### src/rtl/instr_encoder.sv
// Instruction encoder: packs R-/I-type field requests into 16-bit words, queues them in a
// small FIFO and writes them to program memory through a req/ack handshake with timeout.
module instr_encoder #(
  parameter int unsigned FIFO_DEPTH  = 4,
  parameter int unsigned ACK_TIMEOUT = 15
) (
  input  logic        clk,
  input  logic        reset,
  input  logic        in_valid,
  output logic        in_ready,
  input  logic [7:0]  in_opcode,
  input  logic [3:0]  in_rdest,
  input  logic [3:0]  in_rsrc,
  input  logic [7:0]  in_imm,
  input  logic        in_imm_sel,
  input  logic        load,
  input  logic [15:0] base_addr,
  output logic        mem_req,
  output logic [15:0] mem_addr,
  output logic [15:0] mem_wdata,
  input  logic        mem_ack,
  output logic        busy,
  output logic [7:0]  words_written,
  output logic        fmt_err,
  output logic        timeout_err
);

  localparam int unsigned PW = $clog2(FIFO_DEPTH);
  localparam int unsigned CW = PW + 1;
  localparam int unsigned TW = $clog2(ACK_TIMEOUT + 1);
  localparam logic [CW-1:0] CntFull = CW'(FIFO_DEPTH);
  localparam logic [TW-1:0] TmoLast = TW'(ACK_TIMEOUT - 1);

  typedef enum logic [1:0] {StIdle, StReq, StGap} state_e;

  state_e          state_q, state_d;
  logic [15:0]     fifo_q [FIFO_DEPTH];
  logic [PW-1:0]   wr_ptr_q, rd_ptr_q;
  logic [CW-1:0]   count_q, count_d;
  logic            alive_q;
  logic [15:0]     mem_addr_q, mem_addr_d;
  logic [15:0]     mem_wdata_q, mem_wdata_d;
  logic [7:0]      words_q, words_d;
  logic            fmt_err_q, fmt_err_d;
  logic            tmo_err_q, tmo_err_d;
  logic [TW-1:0]   tmo_cnt_q, tmo_cnt_d;
  logic [15:0]     enc_word;
  logic [15:0]     head_word;
  logic            push, pop, avail;

  // Encode the incoming request and decide acceptance from registered occupancy only.
  always_comb begin
    if (in_imm_sel) begin
      enc_word = {in_opcode[7:4], in_rdest, in_imm};
    end else begin
      enc_word = {in_opcode[7:4], in_rdest, in_opcode[3:0], in_rsrc};
    end
    in_ready  = alive_q & (count_q != CntFull);
    push      = in_valid & in_ready;
    // An empty FIFO being pushed this cycle forwards the new word straight to the head.
    avail     = (count_q != '0) | push;
    head_word = (count_q != '0) ? fifo_q[rd_ptr_q] : enc_word;
    fmt_err_d = fmt_err_q | (push & in_imm_sel & (in_opcode[3:0] != 4'h0));
  end

  // Memory-side FSM: next state, pop, address/word capture and error/counter updates.
  always_comb begin
    state_d     = state_q;
    pop         = 1'b0;
    mem_addr_d  = mem_addr_q;
    mem_wdata_d = mem_wdata_q;
    words_d     = words_q;
    tmo_err_d   = tmo_err_q;
    tmo_cnt_d   = tmo_cnt_q;
    unique case (state_q)
      StIdle: begin
        if (load && (count_q == '0)) begin
          mem_addr_d = base_addr;
        end
        if (avail) begin
          state_d     = StReq;
          mem_wdata_d = head_word;
          tmo_cnt_d   = '0;
        end
      end
      StReq: begin
        if (mem_ack) begin
          pop        = 1'b1;
          mem_addr_d = mem_addr_q + 16'd1;
          words_d    = words_q + 8'd1;
          state_d    = StGap;
        end else if (tmo_cnt_q == TmoLast) begin
          // Word is dropped; the next one reuses the same address.
          pop       = 1'b1;
          tmo_err_d = 1'b1;
          state_d   = StGap;
        end else begin
          tmo_cnt_d = tmo_cnt_q + TW'(1);
        end
      end
      StGap: begin
        if (avail) begin
          state_d     = StReq;
          mem_wdata_d = head_word;
          tmo_cnt_d   = '0;
        end else begin
          state_d = StIdle;
        end
      end
      default: state_d = StIdle;
    endcase
  end

  // Occupancy update; simultaneous push and pop leave it unchanged.
  always_comb begin
    count_d = count_q;
    unique case ({push, pop})
      2'b10:   count_d = count_q + CW'(1);
      2'b01:   count_d = count_q - CW'(1);
      default: count_d = count_q;
    endcase
  end

  // FIFO storage needs no reset: only entries below the occupancy count are ever read.
  always_ff @(posedge clk) begin
    if (push) begin
      fifo_q[wr_ptr_q] <= enc_word;
    end
  end

  // Control and datapath state registers.
  always_ff @(posedge clk or negedge reset) begin
    if (!reset) begin
      state_q     <= StIdle;
      wr_ptr_q    <= '0;
      rd_ptr_q    <= '0;
      count_q     <= '0;
      alive_q     <= 1'b0;
      mem_addr_q  <= 16'h0000;
      mem_wdata_q <= 16'h0000;
      words_q     <= 8'h00;
      fmt_err_q   <= 1'b0;
      tmo_err_q   <= 1'b0;
      tmo_cnt_q   <= '0;
    end else begin
      state_q     <= state_d;
      alive_q     <= 1'b1;
      count_q     <= count_d;
      mem_addr_q  <= mem_addr_d;
      mem_wdata_q <= mem_wdata_d;
      words_q     <= words_d;
      fmt_err_q   <= fmt_err_d;
      tmo_err_q   <= tmo_err_d;
      tmo_cnt_q   <= tmo_cnt_d;
      if (push) begin
        wr_ptr_q <= wr_ptr_q + PW'(1);
      end
      if (pop) begin
        rd_ptr_q <= rd_ptr_q + PW'(1);
      end
    end
  end

  assign mem_req       = (state_q == StReq);
  assign mem_addr      = mem_addr_q;
  assign mem_wdata     = mem_wdata_q;
  assign busy          = (count_q != '0) | (state_q != StIdle);
  assign words_written = words_q;
  assign fmt_err       = fmt_err_q;
  assign timeout_err   = tmo_err_q;

endmodule

### config.mk
export PLATFORM = sky130hd
export DESIGN_NAME = instr_encoder
export DESIGN_NICKNAME = d
export VERILOG_FILES = /design/src/rtl/instr_encoder.sv
export SDC_FILE = /design/constraint.sdc
export NUM_CORES = 1
export LEC_CHECK = 0
export BUFFER_PORTS_ARGS = -buffer_cell sky130_fd_sc_hd__buf_2
export CORE_ASPECT_RATIO = 1.75
export CORE_UTILIZATION = 50
export CTS_CLUSTER_DIAMETER = 120
export DETAILED_ROUTE_END_ITERATION = 12
export HOLD_SLACK_MARGIN = 0.06
export PLACE_DENSITY = 0.72
export SETUP_SLACK_MARGIN = 0.02
export SLEW_MARGIN = 20
export SYNTH_ARGS = -nofsm -noshare
export SYNTH_HDL_FRONTEND = slang
export SYNTH_SLANG_ARGS = --single-unit
export TNS_END_PERCENT = 30
### constraint.sdc
create_clock -name clk -period 5 [get_ports clk]
set_clock_uncertainty 0.1 [all_clocks]
set_input_delay 0 -clock clk [delete_from_list [all_inputs] [get_ports clk]]
set_output_delay 0 -clock clk [all_outputs]
set_load 0.03 [all_outputs]
==> results.md, run 1 <==
- hold violation count in the final report: 0
- share of synthesized registers carrying an async set or reset: 46.67%
- worst path required time: 5.23 ns
- minimum clock period after layout: 3.147 ns
- crit path kind: reg2reg
- synthesized-area fraction occupied by adder cells: 2.502%
- cell area after synthesis: 0.005300 mm²
- wire length of the first global-routing pass: 19680 µm
- total number of vias: 3921
- initial drt markers: 156
- worst hold path type: in2reg
- CTS Buffer Depth: 2
- number of global-route vias before repair: 3997
- clock transition time at the flip-flop clock pins of the worst setup and hold paths: 0.05 ns
- Critical Path Max Stage Delay: 0.63 ns
- top layer in use: met4
- series of cell instances along the critical path: nand2b_1, inv_2, o21a_1, ha_1, inv_1, fa_1, xor2_1, nor2_1, xor2_1
- number of top-level pins: 91
- Post-Route Setup TNS: 0 ns
- XOR/XNOR Fraction of Synth Area: 2.314%
- Int Pwr: 2.739 mW
- Final Setup Violations: 0
- share of Yosys cell area claimed by the top area cell type: 36.26%
- Floorplan Core Area: 0.01030 mm²
- cell family contributing the most delay on the critical path: buffers and inverters
- number of placed cells counting well taps: 605
- Power Total: 4.424 mW
- compound-gate portion of the synthesized area: 9.797%
- upper clock frequency limit: 0.3178 GHz
- CTS resizes: 0
- Max-Slew Margin vs Limit: 39.18%
- slew at the pin closest to its max-slew limit: 0.9122 ns
- number of enable flip-flop cells after synthesis: 64
- detailed-route wire length: 12290 µm
- global placer's final weighted congestion: 0.8050
- synthesis-to-layout area growth: 31.09%
- Die Outline Area: 0.01103 mm²
- post-detailed-route via-to-cell ratio: 5.716
- worst endpoint data arrival time: 3.38 ns
- first drt pass iteration count: 5
- routed length on met2: 6758 µm
- largest fanout on the critical path: 33
- fraction of the cycle the final worst path needs: 62.94%
- max cap viols: 0
- detailed-routing wirelength on met1: 4716 µm
- standard-cell rows: 49
- maximum VDD drop: 0.4419 mV
- largest net degree at the start of global routing: 57
- Fill cells: 721
- RSZ-0062 raised after global routing: false
- chip width: 79.83 µm
- antenna violations before repair: 0
- met3 layer wire length in the routed design: 645 µm
- Synth cell types: 48
- Buf+Inv Stages, Crit Path: 2
- type of element capturing the critical path: flip-flop
- CTS tree: yes
- simple-gate area share of the yosys netlist: 10.43%
- Net Sw Power: 1.685 mW
- dominant register cell in the synthesized netlist: edfxtp_1
- CTS buffer count: 17
- residual DRC count: 0
- Mapped Nets: 463
- half-perimeter wire length after placement: 7496 µm
- count of mapped cells out of synthesis: 407
- routed wire length per instance: 17.92 µm
- leading area contributor after synthesis: edfxtp_1
- type of element launching the critical path: flip-flop
- leakage power: 2.847 nW
- warning count from the yosys run: 0
- fraction of synthesized area in multiplexers: 9.490%
- remaining global-route overflow: 0
- Fin Hold WS: 0.1535 ns
- share of synthesized area occupied by flip-flops and latches: 62.70%
- proportion of power drawn by flip-flops and latches: 35.1%
- input/output buffers: 90
- CP most frequent cell: xor2_1
- starting utilization of the core area: 51.46%
- dominant combinational cell family by area after synthesis: simple AND/OR/NAND/NOR gates
- portion of total power attributed to the clock network: 28.7%
- GRT Resource Usage Total: 23.76%
- fraction of layout instances using a drive strength above 1: 27.55%
- cells taking the most area after synthesis: edfxtp_1, dfrtp_1, mux4_2, nand2_1, a31oi_1
- Diodes inserted: 0
- cell type of the slowest stage on the worst timing path: inv_2
- Max H-tree Level: 4
- register bit count reported by yosys: 120
- Skew-Pair Late Insertion Delay: 0.41 ns
- Root Buffer: clkbuf_16
- cell area power density: 636.8 mW/mm²
- height of the chip: 138.2 µm
- post-route antenna net violation count: 0
- run status: complete, no violations
- max-slew violation count: 0
- nets: 602
- Combinational Power Share: 36.2%
- count of non-filler cells in the finished layout: 686
- mean cell area of the mapped netlist: 13.02 µm²
- clk sinks: 120
- Switching Share: 38.09%
## cell usage after synthesis, types with 2 or more instances
cell type	instances
clkbuf_1	12
o22ai_1	6
or3_1	2
a32oi_1	3
mux4_2	16
a31oi_1	19
nor4_1	4
a21oi_1	14
nand4_1	7
mux2_2	10
a2bb2oi_1	7
buf_2	9
a32o_1	2
xor2_1	8
nand3_1	6
and3_1	7
inv_1	10
and2_1	3
nor3_1	4
dfrtp_1	56
o21ai_0	11
nor2_1	30
nand2b_1	3
o21a_1	3
mux2i_1	3
ha_1	9
and4_1	3
nand2_1	51
edfxtp_1	64
a21o_1	2
xnor2_1	6
## state kept, by name (all words and copies together) (netlist names)
signal / flops
alive_q: 1
mem_wdata: 16
fmt_err: 1
state_q: 2
mem_addr: 16
count_q: 3
words_written: 8
wr_ptr_q: 2
rd_ptr_q: 2
tmo_cnt_q: 4
fifo_q: 64
timeout_err: 1
## power groups by stage
stage               registers, mW  logic (mW)  clock network, mW
floorplan                    1.78       0.910                  0
global placement             1.55        1.52                  0
detailed placement           1.57        1.57                  0
CTS                          1.55        1.61               1.28
global route                 1.59        1.74               1.32
finish                       1.55        1.60               1.27
## cell families (layout without fill, tap and decap cells)
logic type | after synthesis | in the layout
buffers and inverters | 34 | 186
xor gates and xnor gates | 14 | 14
other | 1 | 1
and+or+nand+nor | 121 | 121
DFF | 120 | 120
AOI/OAI and AO/OA | 78 | 78
muxes | 29 | 29
adders and majority gates | 10 | 10
## cell type report
type | instances | area, µm² | share of cell area, %
Clock buffer | 19 | 432.9 | 6.231
Multi-Input combinational cell | 253 | 1843 | 26.53
Inverter | 11 | 41.29 | 0.5943
Timing Repair Buffer | 143 | 968.4 | 13.94
Tap cell | 127 | 158.9 | 2.287
Clock inverter | 13 | 180.2 | 2.593
Sequential cell | 120 | 3323 | 47.83
## worst paths after layout
path / start / end / slack [ns] / depth (start not counted)
hold / removal: in_imm_sel / mem_wdata[7] / 0.15 / 4
hold reg to reg: timeout_err / timeout_err / 0.37 / 1
min in group asynchronous: reset / mem_wdata[6] / 0.19 / 3
max in group asynchronous: reset / mem_wdata[12] / 4.11 / 3
setup reg to reg: state_q[0] / count_q[2] / 1.85 / 9
setup / recovery: state_q[0] / count_q[2] / 1.85 / 9
## stage by stage
stage / setup WS (ns) / util, % / instance area [µm²]
after floorplan: 2.550 / - / 5300
after global placement: 2.105 / 56.77 / 5847
after detailed placement: 1.944 / 56.77 / 5847
after CTS: 1.908 / 67.29 / 6930
after global routing: 1.687 / 67.46 / 6948
final: 1.853 / 67.46 / 6948
## layout by cell type (no fill, tap or decap), types with 10 or more instances in the layout
| master | count |
|---|---|
| nand2_1 | 51 |
| o21ai_0 | 11 |
| dfrtp_1 | 56 |
| nor2_1 | 30 |
| a31oi_1 | 19 |
| dlygate4sd3_1 | 48 |
| clkbuf_16 | 17 |
| buf_2 | 90 |
| a21oi_1 | 13 |
| inv_1 | 10 |
| edfxtp_1 | 64 |
| mux2_2 | 10 |
| mux4_2 | 16 |
## routing by layer
metal  GRT usage [%]  vias to the layer above
met3           5.941                       17
met2           42.33                      129
met4           9.305                        0
li1                -                     1813
met5               0                        -
met1           26.51                     1962
## worst register-to-register path: cells and delay by family, from the launching register on
family                     cells  cell delay [ns]
AOI/OAI and AO/OA              1             0.29
xor gates and xnor gates       2             0.30
adders and majority gates      2             0.60
buffers and inverters          2             0.71
DFF                            1             0.47
and+or+nand+nor                2             0.61
## timing repair
action | in CTS | in global routing
setup buffers | 0 | 0
hold buffers | 47 | 1
hold endpoints to repair | 165 | 1
Note: power is estimated with default switching activity, not from simulation.
==> run 2, diff against run 1 <==
==> constraint.sdc (replaced) <==
create_clock -name clk -period 3 [get_ports clk]
set_clock_uncertainty 0.1 [all_clocks]
set_input_delay 0 -clock clk [delete_from_list [all_inputs] [get_ports clk]]
set_output_delay 0 -clock clk [all_outputs]
set_load 0.03 [all_outputs]
==> results.md, run 2 (synthesis gave the netlist of run 1 again) <==
- run status: complete, no violations
- clock transition time at the flip-flop clock pins of the worst setup and hold paths: 0.05 ns, about the same
- Max H-tree Level: 4, unchanged
- number of top-level pins: 91, unchanged
- type of element launching the critical path: flip-flop
- Root Buffer: clkbuf_16
- worst endpoint data arrival time: 2.90 ns, -0.48 ns
- antenna violations before repair: 0, unchanged
- Fill cells: 737, +2.2%
- CTS resizes: 0, unchanged
- finished layout cell area: 0.007009 mm², +0.88%
- Die Outline Area: 0.01103 mm², unchanged
- starting utilization of the core area: 51.46%, unchanged
- worst hold endpoint: fifo_q[2][7]
- Register-to-Register Setup Slack: 0.29 ns, -1.57 ns
- synthesis-to-layout area growth: 32.25%
- beginning of the worst register-to-register path: count_q[2]
- area after detailed placement: 0.005899 mm², +0.90%
- CTS tree: yes
- RSZ-0062 raised after global routing: false
- CTS Buffer Depth: 2, unchanged
- wire length of the first global-routing pass: 20060 µm, +1.9%
- total number of vias: 3877, -1.1%
- count of hold-fix buffers inserted at cts: 48, +2.1%
- hold violation count in the final report: 0, unchanged
- leakage power: 2.900 nW, +1.8%
- first drt pass iteration count: 4, -1
- Combinational Power Share: 36.5%, +0.3 points
- crit path kind: reg2reg
- Skew-Pair Late Insertion Delay: 0.40 ns, about the same
- CTS buffer count: 17, unchanged
- cell family contributing the most delay on the critical path: simple AND/OR/NAND/NOR gates
- Critical Path Max Stage Delay: 0.70 ns, +0.07 ns
- register name with the most flops: fifo_q
- fraction of layout instances using a drive strength above 1: 27.79%, +0.24 points
- endpoint of the lowest-slack register-to-register path: mem_addr[13]
- GRT Resource Usage Total: 24.39%, +0.63 points
- Switching Share: 37.05%, -1.0 points
- worst path required time: 3.19 ns, -2.04 ns
- portion of total power attributed to the clock network: 29.0%, +0.3 points
- clk sinks: 120, unchanged
- cell type of the slowest stage on the worst timing path: or3_1
- chip width: 79.83 µm, unchanged
- largest net degree at the start of global routing: 46, -19%
- max-slew violation count: 0, unchanged
- Max-Slew Margin vs Limit: 45.88%, +6.7 points
- post-route antenna net violation count: 0, unchanged
- largest fanout on the critical path: 17, -48%
- series of cell instances along the critical path: or3_1, or4b_1, dlygate4sd3_1, a21oi_1, a2bb2oi_1
- max cap viols: 0, unchanged
- Fin Hold WS: 0.09287 ns, -0.06064 ns
- flip-flop count of the largest register after layout: 64, unchanged
- global placer's final weighted congestion: 0.7843, -2.6%
- slew at the pin closest to its max-slew limit: 0.8118 ns, -0.1004 ns
- half-perimeter wire length after placement: 7825 µm, +4.4%
- Diodes inserted: 0, unchanged
- post-detailed-route via-to-cell ratio: 5.603, -2.0%
- Floorplan Core Area: 0.01030 mm², unchanged
- input/output buffers: 90, unchanged
- beginning of the worst hold path: in_imm_sel
- Power Total: 7.486 mW, +69%
- Int Pwr: 4.712 mW, +72%
- upper clock frequency limit: 0.3687 GHz, +16%
- post-CTS setup buffer count: 0, unchanged
- height of the chip: 138.2 µm, unchanged
- nets: 608, +1.0%
- Post-Route Setup TNS: 0 ns, unchanged
- worst hold path type: in2reg
- final setup margin: 0.2875 ns, -1.565 ns
- initial drt markers: 168, +7.7%
- proportion of power drawn by flip-flops and latches: 34.5%, -0.6 points
- fraction of the cycle the final worst path needs: 90.42%, +27 points
- path depth of the worst reg2reg path: 5, -4
- Net Sw Power: 2.773 mW, +65%
- worst slack at placement: 0.7306 ns, -1.214 ns
- remaining global-route overflow: 0, unchanged
- detailed-route wire length: 12550 µm, +2.1%
- highest-count cells in the layout ignoring fill and taps: buf_2, edfxtp_1, dfrtp_1
- cell area power density: 1068 mW/mm², +68%
- standard-cell rows: 49, unchanged
- type of element capturing the critical path: flip-flop
- Buf+Inv Stages, Crit Path: 1, -1
- number of global-route vias before repair: 3990, -0.18%
- most common cell after layout, fill and taps aside: buf_2
- routed wire length per instance: 18.14 µm, +1.2%
- minimum clock period after layout: 2.712 ns, -0.4346 ns
- Final Setup Violations: 0, unchanged
- worst hold path stage count: 2, -2
- maximum VDD drop: 0.6357 mV, +44%
- residual DRC count: 0, unchanged
run 2: cell types whose count changed in the layout (fill, tap and decap cells not counted), sizes merged:
cell / before / now
buf: 94 / 101
bufinv: 4 / 5
clkbuf: 20 / 23
clkinv: 4 / 3
clkinvlp: 5 / 1
run 2: worst max-delay path by stage:
stage,slack (ns),cells after the start,start,end
2_1_floorplan,0.55,10,count_q[1],count_q[2]
3_3_place_gp,0.79,10,tmo_cnt_q[0],count_q[2]
3_5_place_dp,0.73,10,tmo_cnt_q[0],count_q[2]
4_1_cts,0.24,5,count_q[2],mem_addr[13]
5_1_grt,0.18,5,count_q[2],mem_addr[13]
6_report,0.29,5,count_q[2],mem_addr[13]
run 2: layout make-up:
cell class,count,area [µm²],share of cell area [%]
timing repair buffer,149,1013,14.46
tap,127,158.9,2.267
sequential,120,3323,47.41
clock inverter,9,171.4,2.446
clock buffer,23,457.9,6.533
inverter,11,41.29,0.5891
multi-input combinational,253,1843,26.29
run 2: per-layer routing:
layer	wire (µm)	global-route usage [%]	vias to the layer above
met5	0	0	-
met4	188	9.868	0
li1	-	-	1813
met3	554	4.752	20
met1	5022	28.66	1918
met2	6786	42.83	126
run 2: per-stage QoR:
step | util [%] | instances
global placement | 57.28 | 612
CTS | 68.05 | 692
floorplan | - | 407
finish | 68.05 | 692
detailed placement | 57.28 | 612
global route | 68.05 | 692
run 2: power by group through the flow:
stage	combinational [mW]	clock [mW]	sequential (mW)
floorplan	1.52	0	2.96
global placement	2.59	0	2.57
detailed placement	2.67	0	2.60
CTS	2.75	2.20	2.57
global route	2.96	2.28	2.64
finish	2.73	2.17	2.58
run 2: worst reg2reg max path: cells and delay by family (launching register included):
kind	cells	cell delay, ns
AND/OR/NAND/NOR	2	1.29
buffers and inverters	1	0.57
flip-flops	1	0.42
AO/OA/AOI/OAI	2	0.22
